## src/rtl/sram_arbiter_if.sv

```systemverilog
// Requester A/B and SRAM-controller bus seen by sram_arbiter.
interface sram_arbiter_if;
    logic        i_a_req;
    logic        i_a_wren;
    logic [31:0] i_a_addr;
    logic [31:0] i_a_wdata;
    logic [3:0]  i_a_bmask;
    logic        o_a_ack;
    logic [31:0] o_a_rdata;

    logic        i_b_req;
    logic        i_b_wren;
    logic [31:0] i_b_addr;
    logic [31:0] i_b_wdata;
    logic [3:0]  i_b_bmask;
    logic        o_b_ack;
    logic [31:0] o_b_rdata;

    logic [31:0] o_mem_addr;
    logic [31:0] o_mem_wdata;
    logic [3:0]  o_mem_bmask;
    logic        o_mem_wren;
    logic        o_mem_rden;
    logic [31:0] i_mem_rdata;
    logic        i_mem_ack;

    // Arbiter side
    modport slave (
        input  i_a_req, i_a_wren, i_a_addr, i_a_wdata, i_a_bmask,
        output o_a_ack, o_a_rdata,
        input  i_b_req, i_b_wren, i_b_addr, i_b_wdata, i_b_bmask,
        output o_b_ack, o_b_rdata,
        output o_mem_addr, o_mem_wdata, o_mem_bmask, o_mem_wren, o_mem_rden,
        input  i_mem_rdata, i_mem_ack
    );

    // Requester / SRAM-controller side
    modport master (
        output i_a_req, i_a_wren, i_a_addr, i_a_wdata, i_a_bmask,
        input  o_a_ack, o_a_rdata,
        output i_b_req, i_b_wren, i_b_addr, i_b_wdata, i_b_bmask,
        input  o_b_ack, o_b_rdata,
        input  o_mem_addr, o_mem_wdata, o_mem_bmask, o_mem_wren, o_mem_rden,
        output i_mem_rdata, i_mem_ack
    );
endinterface

```

## src/rtl/sram_arbiter.sv

```systemverilog
// Round-robin arbiter between two requesters sharing one SRAM controller,
// with address-range filtering, ack timeout and sticky error flags.
module sram_arbiter #(
    parameter logic [31:0] SRAM_MIN    = 32'h2000,
    parameter logic [31:0] SRAM_MAX    = 32'h3FFF,
    parameter int unsigned TIMEOUT_CYC = 64
) (
    input  logic          i_clk,
    input  logic          i_rst,
    input  logic          i_err_clr,
    output logic [1:0]    o_err,
    output logic          o_busy,
    sram_arbiter_if.slave bus
);
    localparam int unsigned CNT_W = $clog2(TIMEOUT_CYC + 1);

    typedef enum logic [1:0] {S_IDLE, S_BUSY, S_RESP} state_t;

    state_t           r_state;
    state_t           w_next;

    logic             r_last_b;
    logic             r_win_b;
    logic             r_cmd_wren;
    logic [31:0]      r_cmd_addr;
    logic [31:0]      r_cmd_wdata;
    logic [3:0]       r_cmd_bmask;
    logic [CNT_W-1:0] r_cnt;
    logic             r_hold;
    logic             r_mem_wren;
    logic             r_mem_rden;
    logic             r_a_ack;
    logic             r_b_ack;
    logic [31:0]      r_a_rdata;
    logic [31:0]      r_b_rdata;
    logic             r_busy;
    logic [1:0]       r_err;

    logic             w_any_req;
    logic             w_sel_b;
    logic             w_sel_wren;
    logic [31:0]      w_sel_addr;
    logic [31:0]      w_sel_wdata;
    logic [3:0]       w_sel_bmask;
    logic             w_in_range;
    logic             w_latch;
    logic             w_set_oor;
    logic             w_set_tmo;
    logic             w_fire;
    logic             w_cnt_inc;
    logic [31:0]      w_resp_data;
    logic             w_en_wren;
    logic             w_en;

    // Winner select: lone requester wins, a tie goes to the port not served last
    assign w_any_req   = bus.i_a_req | bus.i_b_req;
    assign w_sel_b     = bus.i_b_req & (~bus.i_a_req | ~r_last_b);
    assign w_sel_wren  = w_sel_b ? bus.i_b_wren  : bus.i_a_wren;
    assign w_sel_addr  = w_sel_b ? bus.i_b_addr  : bus.i_a_addr;
    assign w_sel_wdata = w_sel_b ? bus.i_b_wdata : bus.i_a_wdata;
    assign w_sel_bmask = w_sel_b ? bus.i_b_bmask : bus.i_a_bmask;
    assign w_in_range  = (w_sel_addr >= SRAM_MIN) && (w_sel_addr <= SRAM_MAX);

    // State register
    always_ff @(posedge i_clk or negedge i_rst) begin
        if (!i_rst) r_state <= S_IDLE;
        else        r_state <= w_next;
    end

    // Next state and per-cycle control; out-of-range requests spend one extra
    // RESP cycle (r_hold) so their ack lands two cycles after the request
    always_comb begin
        w_next      = r_state;
        w_latch     = 1'b0;
        w_set_oor   = 1'b0;
        w_set_tmo   = 1'b0;
        w_fire      = 1'b0;
        w_cnt_inc   = 1'b0;
        w_resp_data = 32'h0;
        case (r_state)
            S_IDLE: begin
                if (w_any_req) begin
                    w_latch = 1'b1;
                    if (w_in_range) begin
                        w_next = S_BUSY;
                    end else begin
                        w_next    = S_RESP;
                        w_set_oor = 1'b1;
                    end
                end
            end
            S_BUSY: begin
                if (bus.i_mem_ack) begin
                    w_fire      = 1'b1;
                    w_resp_data = r_cmd_wren ? 32'h0 : bus.i_mem_rdata;
                    w_next      = S_RESP;
                end else if (r_cnt == CNT_W'(TIMEOUT_CYC - 1)) begin
                    w_fire    = 1'b1;
                    w_set_tmo = 1'b1;
                    w_next    = S_RESP;
                end else begin
                    w_cnt_inc = 1'b1;
                end
            end
            S_RESP: begin
                if (r_hold) w_fire = 1'b1;
                else        w_next = S_IDLE;
            end
            default: w_next = S_IDLE;
        endcase
    end

    assign w_en_wren = w_latch ? w_sel_wren : r_cmd_wren;
    assign w_en      = (w_next == S_BUSY);

    // Command latch, timeout counter and round-robin history
    always_ff @(posedge i_clk or negedge i_rst) begin
        if (!i_rst) begin
            r_cmd_wren  <= 1'b0;
            r_cmd_addr  <= 32'h0;
            r_cmd_wdata <= 32'h0;
            r_cmd_bmask <= 4'h0;
            r_win_b     <= 1'b0;
            r_last_b    <= 1'b1;
            r_cnt       <= '0;
            r_hold      <= 1'b0;
        end else begin
            if (w_latch) begin
                r_cmd_wren  <= w_sel_wren;
                r_cmd_addr  <= w_sel_addr;
                r_cmd_wdata <= w_sel_wdata;
                r_cmd_bmask <= w_sel_bmask;
                r_win_b     <= w_sel_b;
                r_cnt       <= '0;
            end else if (w_cnt_inc) begin
                r_cnt <= r_cnt + CNT_W'(1);
            end
            if (w_set_oor)   r_hold <= 1'b1;
            else if (w_fire) r_hold <= 1'b0;
            if (w_fire) r_last_b <= r_win_b;
        end
    end

    // Registered outputs: memory enables, acks, response data, busy, errors
    always_ff @(posedge i_clk or negedge i_rst) begin
        if (!i_rst) begin
            r_mem_wren <= 1'b0;
            r_mem_rden <= 1'b0;
            r_a_ack    <= 1'b0;
            r_b_ack    <= 1'b0;
            r_a_rdata  <= 32'h0;
            r_b_rdata  <= 32'h0;
            r_busy     <= 1'b0;
            r_err      <= 2'b00;
        end else begin
            r_mem_wren <= w_en & w_en_wren;
            r_mem_rden <= w_en & ~w_en_wren;
            r_a_ack    <= w_fire & ~r_win_b;
            r_b_ack    <= w_fire & r_win_b;
            if (w_fire & ~r_win_b) r_a_rdata <= w_resp_data;
            if (w_fire & r_win_b)  r_b_rdata <= w_resp_data;
            r_busy     <= (w_next != S_IDLE);
            r_err[0]   <= w_set_tmo | (r_err[0] & ~i_err_clr);
            r_err[1]   <= w_set_oor | (r_err[1] & ~i_err_clr);
        end
    end

    assign bus.o_mem_addr  = r_cmd_addr;
    assign bus.o_mem_wdata = r_cmd_wdata;
    assign bus.o_mem_bmask = r_cmd_bmask;
    assign bus.o_mem_wren  = r_mem_wren;
    assign bus.o_mem_rden  = r_mem_rden;
    assign bus.o_a_ack     = r_a_ack;
    assign bus.o_a_rdata   = r_a_rdata;
    assign bus.o_b_ack     = r_b_ack;
    assign bus.o_b_rdata   = r_b_rdata;
    assign o_busy          = r_busy;
    assign o_err           = r_err;
endmodule

```

## src/flat_wrapper.sv

```systemverilog
// flat-port wrapper written by rule: the top's interface ports become plain ports
module sram_arbiter_flat 
#(
    parameter logic [31:0] SRAM_MIN    = 32'h2000,
    parameter logic [31:0] SRAM_MAX    = 32'h3FFF,
    parameter int unsigned TIMEOUT_CYC = 64
)
  (i_clk, i_rst, i_err_clr, o_err, o_busy, bus_i_a_req, bus_i_a_wren, bus_i_a_addr, bus_i_a_wdata, bus_i_a_bmask, bus_o_a_ack, bus_o_a_rdata, bus_i_b_req, bus_i_b_wren, bus_i_b_addr, bus_i_b_wdata, bus_i_b_bmask, bus_o_b_ack, bus_o_b_rdata, bus_o_mem_addr, bus_o_mem_wdata, bus_o_mem_bmask, bus_o_mem_wren, bus_o_mem_rden, bus_i_mem_rdata, bus_i_mem_ack);
  sram_arbiter_if bus_i ();
  input  logic i_clk;
  input  logic i_rst;
  input  logic i_err_clr;
  output logic [1:0] o_err;
  output logic o_busy;
  input wire logic [$bits(bus_i.i_a_req)-1:0] bus_i_a_req;
  input wire logic [$bits(bus_i.i_a_wren)-1:0] bus_i_a_wren;
  input wire logic [$bits(bus_i.i_a_addr)-1:0] bus_i_a_addr;
  input wire logic [$bits(bus_i.i_a_wdata)-1:0] bus_i_a_wdata;
  input wire logic [$bits(bus_i.i_a_bmask)-1:0] bus_i_a_bmask;
  output wire logic [$bits(bus_i.o_a_ack)-1:0] bus_o_a_ack;
  output wire logic [$bits(bus_i.o_a_rdata)-1:0] bus_o_a_rdata;
  input wire logic [$bits(bus_i.i_b_req)-1:0] bus_i_b_req;
  input wire logic [$bits(bus_i.i_b_wren)-1:0] bus_i_b_wren;
  input wire logic [$bits(bus_i.i_b_addr)-1:0] bus_i_b_addr;
  input wire logic [$bits(bus_i.i_b_wdata)-1:0] bus_i_b_wdata;
  input wire logic [$bits(bus_i.i_b_bmask)-1:0] bus_i_b_bmask;
  output wire logic [$bits(bus_i.o_b_ack)-1:0] bus_o_b_ack;
  output wire logic [$bits(bus_i.o_b_rdata)-1:0] bus_o_b_rdata;
  output wire logic [$bits(bus_i.o_mem_addr)-1:0] bus_o_mem_addr;
  output wire logic [$bits(bus_i.o_mem_wdata)-1:0] bus_o_mem_wdata;
  output wire logic [$bits(bus_i.o_mem_bmask)-1:0] bus_o_mem_bmask;
  output wire logic [$bits(bus_i.o_mem_wren)-1:0] bus_o_mem_wren;
  output wire logic [$bits(bus_i.o_mem_rden)-1:0] bus_o_mem_rden;
  input wire logic [$bits(bus_i.i_mem_rdata)-1:0] bus_i_mem_rdata;
  input wire logic [$bits(bus_i.i_mem_ack)-1:0] bus_i_mem_ack;
  assign bus_i.i_a_req = bus_i_a_req;
  assign bus_i.i_a_wren = bus_i_a_wren;
  assign bus_i.i_a_addr = bus_i_a_addr;
  assign bus_i.i_a_wdata = bus_i_a_wdata;
  assign bus_i.i_a_bmask = bus_i_a_bmask;
  assign bus_o_a_ack = bus_i.o_a_ack;
  assign bus_o_a_rdata = bus_i.o_a_rdata;
  assign bus_i.i_b_req = bus_i_b_req;
  assign bus_i.i_b_wren = bus_i_b_wren;
  assign bus_i.i_b_addr = bus_i_b_addr;
  assign bus_i.i_b_wdata = bus_i_b_wdata;
  assign bus_i.i_b_bmask = bus_i_b_bmask;
  assign bus_o_b_ack = bus_i.o_b_ack;
  assign bus_o_b_rdata = bus_i.o_b_rdata;
  assign bus_o_mem_addr = bus_i.o_mem_addr;
  assign bus_o_mem_wdata = bus_i.o_mem_wdata;
  assign bus_o_mem_bmask = bus_i.o_mem_bmask;
  assign bus_o_mem_wren = bus_i.o_mem_wren;
  assign bus_o_mem_rden = bus_i.o_mem_rden;
  assign bus_i.i_mem_rdata = bus_i_mem_rdata;
  assign bus_i.i_mem_ack = bus_i_mem_ack;
  sram_arbiter #(.SRAM_MIN(SRAM_MIN), .SRAM_MAX(SRAM_MAX), .TIMEOUT_CYC(TIMEOUT_CYC)) u_core (.i_clk(i_clk), .i_rst(i_rst), .i_err_clr(i_err_clr), .o_err(o_err), .o_busy(o_busy), .bus(bus_i));
endmodule
```

## config.mk

```make
export PLATFORM = sky130hd
export DESIGN_NAME = sram_arbiter_flat
export DESIGN_NICKNAME = d
export VERILOG_FILES = /design/src/rtl/sram_arbiter_if.sv /design/src/rtl/sram_arbiter.sv /design/src/flat_wrapper.sv
export SDC_FILE = /design/constraint.sdc
export NUM_CORES = 1
export LEC_CHECK = 0
export CAP_MARGIN = 10
export CORE_AREA = 2 2 136 138
export DETAILED_ROUTE_END_ITERATION = 10
export DIE_AREA = 0 0 138 140
export PLACE_DENSITY = 0.74
export REMOVE_ABC_BUFFERS = 1
export SLEW_MARGIN = 20
export SYNTH_ARGS = -nofsm -noshare
export SYNTH_HDL_FRONTEND = slang
export SYNTH_SLANG_ARGS = --single-unit
```

## constraint.sdc

```tcl
create_clock -name i_clk -period 4.27 [get_ports i_clk]
set_input_delay 0.6405 -clock i_clk [delete_from_list [all_inputs] [get_ports i_clk]]
set_output_delay 0.6405 -clock i_clk [all_outputs]
set_load 0.05 [all_outputs]
```

==> results.toml <==
[worst_hold_path]
worst_hold_path_type = "in2async"

[synthesis]
ys_ff_latch = 152
synth_top_area_cell = "dfrtp_1"
most_used_flip_flop_cell_after_synthesis = "dfrtp_1"
synthCells = 576
ys_async_sr_fraction = 1.00
synth.area.top_cells = "dfrtp_1 (54%), mux2_4 (12%), mux2i_1 (9.8%), o21ai_0 (5.0%), nand2_1 (4.3%)"
post-synth-top-area-fraction = 0.535
synth_cell_type_count = 49
syn_avg_cell_area_sq_um = 12.3
yosysWarningCount = 0
synthesis.area_sq_um = 7060
part_of_the_yosys_area_used_for_sequential_elements = 0.539
synth_enable_flop_cells = 0

[detailed_routing]
drt_first_iter_violations = 156
tritonroute_pass_1_iters = 4
antenna_left = 0
route.top_layer_used = "met4"
drt_wl_total_um = 19900
wire_length_on_met1_um = 8440
average_wire_length_per_cell_after_detail_routing_um = 17.6
detailroute.via_count = 5484
detailroute.wirelength.met3_um = 1430
routed-wl-met2_um = 9580
post-route-drc-count = 0
via_per_inst = 4.86

[die]
floorplan.die_area_sq_um = 19300
floorplan.rows = 49
io-pin-count = 315
placeableCoreArea_sq_um = 17800
initial_utilization = 0.397
floorplan.die.width_um = 138
chipHeight_um = 140

[global_routing]
grt.overflow.total = 0
grt_start_max_net_pins = 96
grt_usage = 0.210
vias_in_the_first_global_route = 5718
grt_pass1_wl_um = 31700
antenna_found_initial = 0

[placed_design]
finalWeightedCongestion = 0.828
port-buffer-count = 314
post-dp-hpwl_um = 15200
placed_cell_area_sq_um = 10400

[sta]
setup_tns_ns = 0
max_slew.worst_pin.slew_ns = 0.905
rsz0062_at_grt = "false"
drv_slew = 0
report.final.setup_viol = 0
timing.clock.skew_ns = 0.0108
timing.max_slew.rel_slack = 0.395
timing.final.crit_period_ns = 2.45
timing.fmax_ghz = 0.408
hold_violations = 0
finalCritPeriodShare = 0.574

[critical_path]
worst_path_dominant_cell_family = "simple AND/OR/NAND/NOR gates"
critPathMaxStageDelay_ns = 0.70
critPathMaxFanout = 34
critical_setup_path_kind = "reg2reg"
cp-end-kind = "register"
crit_path_cell_trace = "ha_1 -> nand2b_1 -> o21ai_2 -> nand4_4 -> mux2_2"
cp_num_buf_inv = 0
worst_path_max_delay_cell = "nand4_4"
worst-endpoint-required_ns = 4.56
start_kind = "register"
arrival_ns = 2.74

[clock_network]
clockBufferDepth = 2
post_cts_hold_buffer_count = 0
clk_lat_worst_skew_ns = 0.42
postCtsSetupRepairBufs = 0
htree_levels = 4
clkSlewWorstSetupHoldPaths_ns = 0.06
clock-root-buffer = "clkbuf_16"
post_cts_resized = 0
tritoncts.num_buffers = 17
tritoncts = "built"
cts.sink_count = 152

[power]
power_density_nw_per_um2 = 594
seqPwrFrac = 0.307
p_switching_mw = 2.81
power_mw = 6.53
pwr-share-clk = 0.231
power.combinational.fraction = 0.462
power.switching_fraction = 0.430
p_leak_nw = 4.94
internal_power_mw = 3.72
peakVddDrop_uv = 326

[cells_and_area]
commonest_non_fill_non_tap_cell_in_the_layout = "clkdlybuf4s50_1"
finish.net_count = 1067
most-common-layout-cells = "clkdlybuf4s50_1 (313), dfrtp_1 (151), nand2_1 (80)"
design_area_sq_um = 11000
drive_gt1_frac = 0.129
antenna_cells = 0
area_growth_pct = 55.7

[run]
timing.max_cap.violations = 0

[run_status]
run_status = "finished, final reports clean"
## per-stage QoR
stage          std cells  hold WS, ns  utilization  worst slack, ns
4_1_cts             1128        0.329        0.618             1.82
3_3_place_gp        1096        0.461        0.585             1.42
3_5_place_dp        1096        0.469        0.585             1.41
6_report            1128        0.316        0.618             1.82
5_1_grt             1128        0.368        0.618             1.71
2_1_floorplan        544        0.345            -            -2.40
## metal layers
layer  up-vias  track usage
met5         -            0
met4         0       0.0704
met3        23       0.0612
met2       256        0.351
met1      2565        0.263
li1       2640            -
## Yosys cell counts (all sizes together) (2+ instances only)
cell type,number
nor4,6
and2,32
xor2,2
nand4,4
o31ai,2
xnor2,2
o32ai,3
nand3,2
nand2,80
or2,2
o21ai,73
dfrtp,151
mux2i,69
nor4b,2
buf,15
a21oi,7
mux2,64
nor3,3
clkbuf,17
ha,5
nor2,12
inv,5
nor2b,2
nand2b,2
## cell type report
class,instances,area (sq um)
Clock inverter,14,163
Multi-Input combinational cell,387,3050
Inverter,5,18.8
Tap cell,229,287
Sequential cell,152,3800
Timing Repair Buffer,323,3240
Clock buffer,18,429
Fill cell,1487,6790
## registers in the layout, summed over array words and instances, names as in the netlist, 2 cells and up
signal and cells:
u_core.bus.o_a_rdata 32, u_core.bus.o_b_rdata 32, u_core.bus.o_mem_addr 32, u_core.bus.o_mem_wdata 32
u_core.r_cnt 7, u_core.bus.o_mem_bmask 4, u_core.o_err 2, u_core.r_state 2
## kinds of logic (layout without fill, tap and decap cells)
logic type,after synthesis,after routing,share of synthesized area
DFF,152,152,0.539
adders and majority gates,5,5,0.00886
and+or+nand+nor,149,149,0.108
AOI/OAI and AO/OA,96,96,0.0768
buffers and inverters,37,360,0.0321
xor gates and xnor gates,4,4,0.00496
muxes,133,133,0.230
## path summary, 6_finish.rpt
kind	endpoint	slack, ns	cells after the start	startpoint
max reg2reg	u_core.bus.o_b_rdata[0]$_DFFE_PN0P_	1.82	5	u_core.r_cnt[0]$_DFFE_PN0P_
max in group asynchronous	u_core.bus.o_mem_wdata[16]$_DFFE_PN0P_	2.95	2	i_rst
max	u_core.bus.o_b_rdata[0]$_DFFE_PN0P_	1.82	5	u_core.r_cnt[0]$_DFFE_PN0P_
min reg2reg	u_core.bus.o_mem_wdata[3]$_DFFE_PN0P_	0.47	2	u_core.bus.o_mem_wdata[3]$_DFFE_PN0P_
min	u_core.bus.o_a_rdata[18]$_DFFE_PN0P_	0.32	1	i_rst
min in group i_clk	u_core.bus.o_mem_wdata[3]$_DFFE_PN0P_	0.47	2	u_core.bus.o_mem_wdata[3]$_DFFE_PN0P_
## power groups by stage
stage          Clock, mW  Sequential (mW)  Combinational [mW]
3_3_place_gp           0             2.01                3.02
3_5_place_dp           0             2.03                3.04
2_1_floorplan          0             3.17               0.802
6_report            1.51             2.00                3.02
5_1_grt             1.61             2.05                3.19
4_1_cts             1.55             2.01                3.05
(Power assumes the default switching activity.)
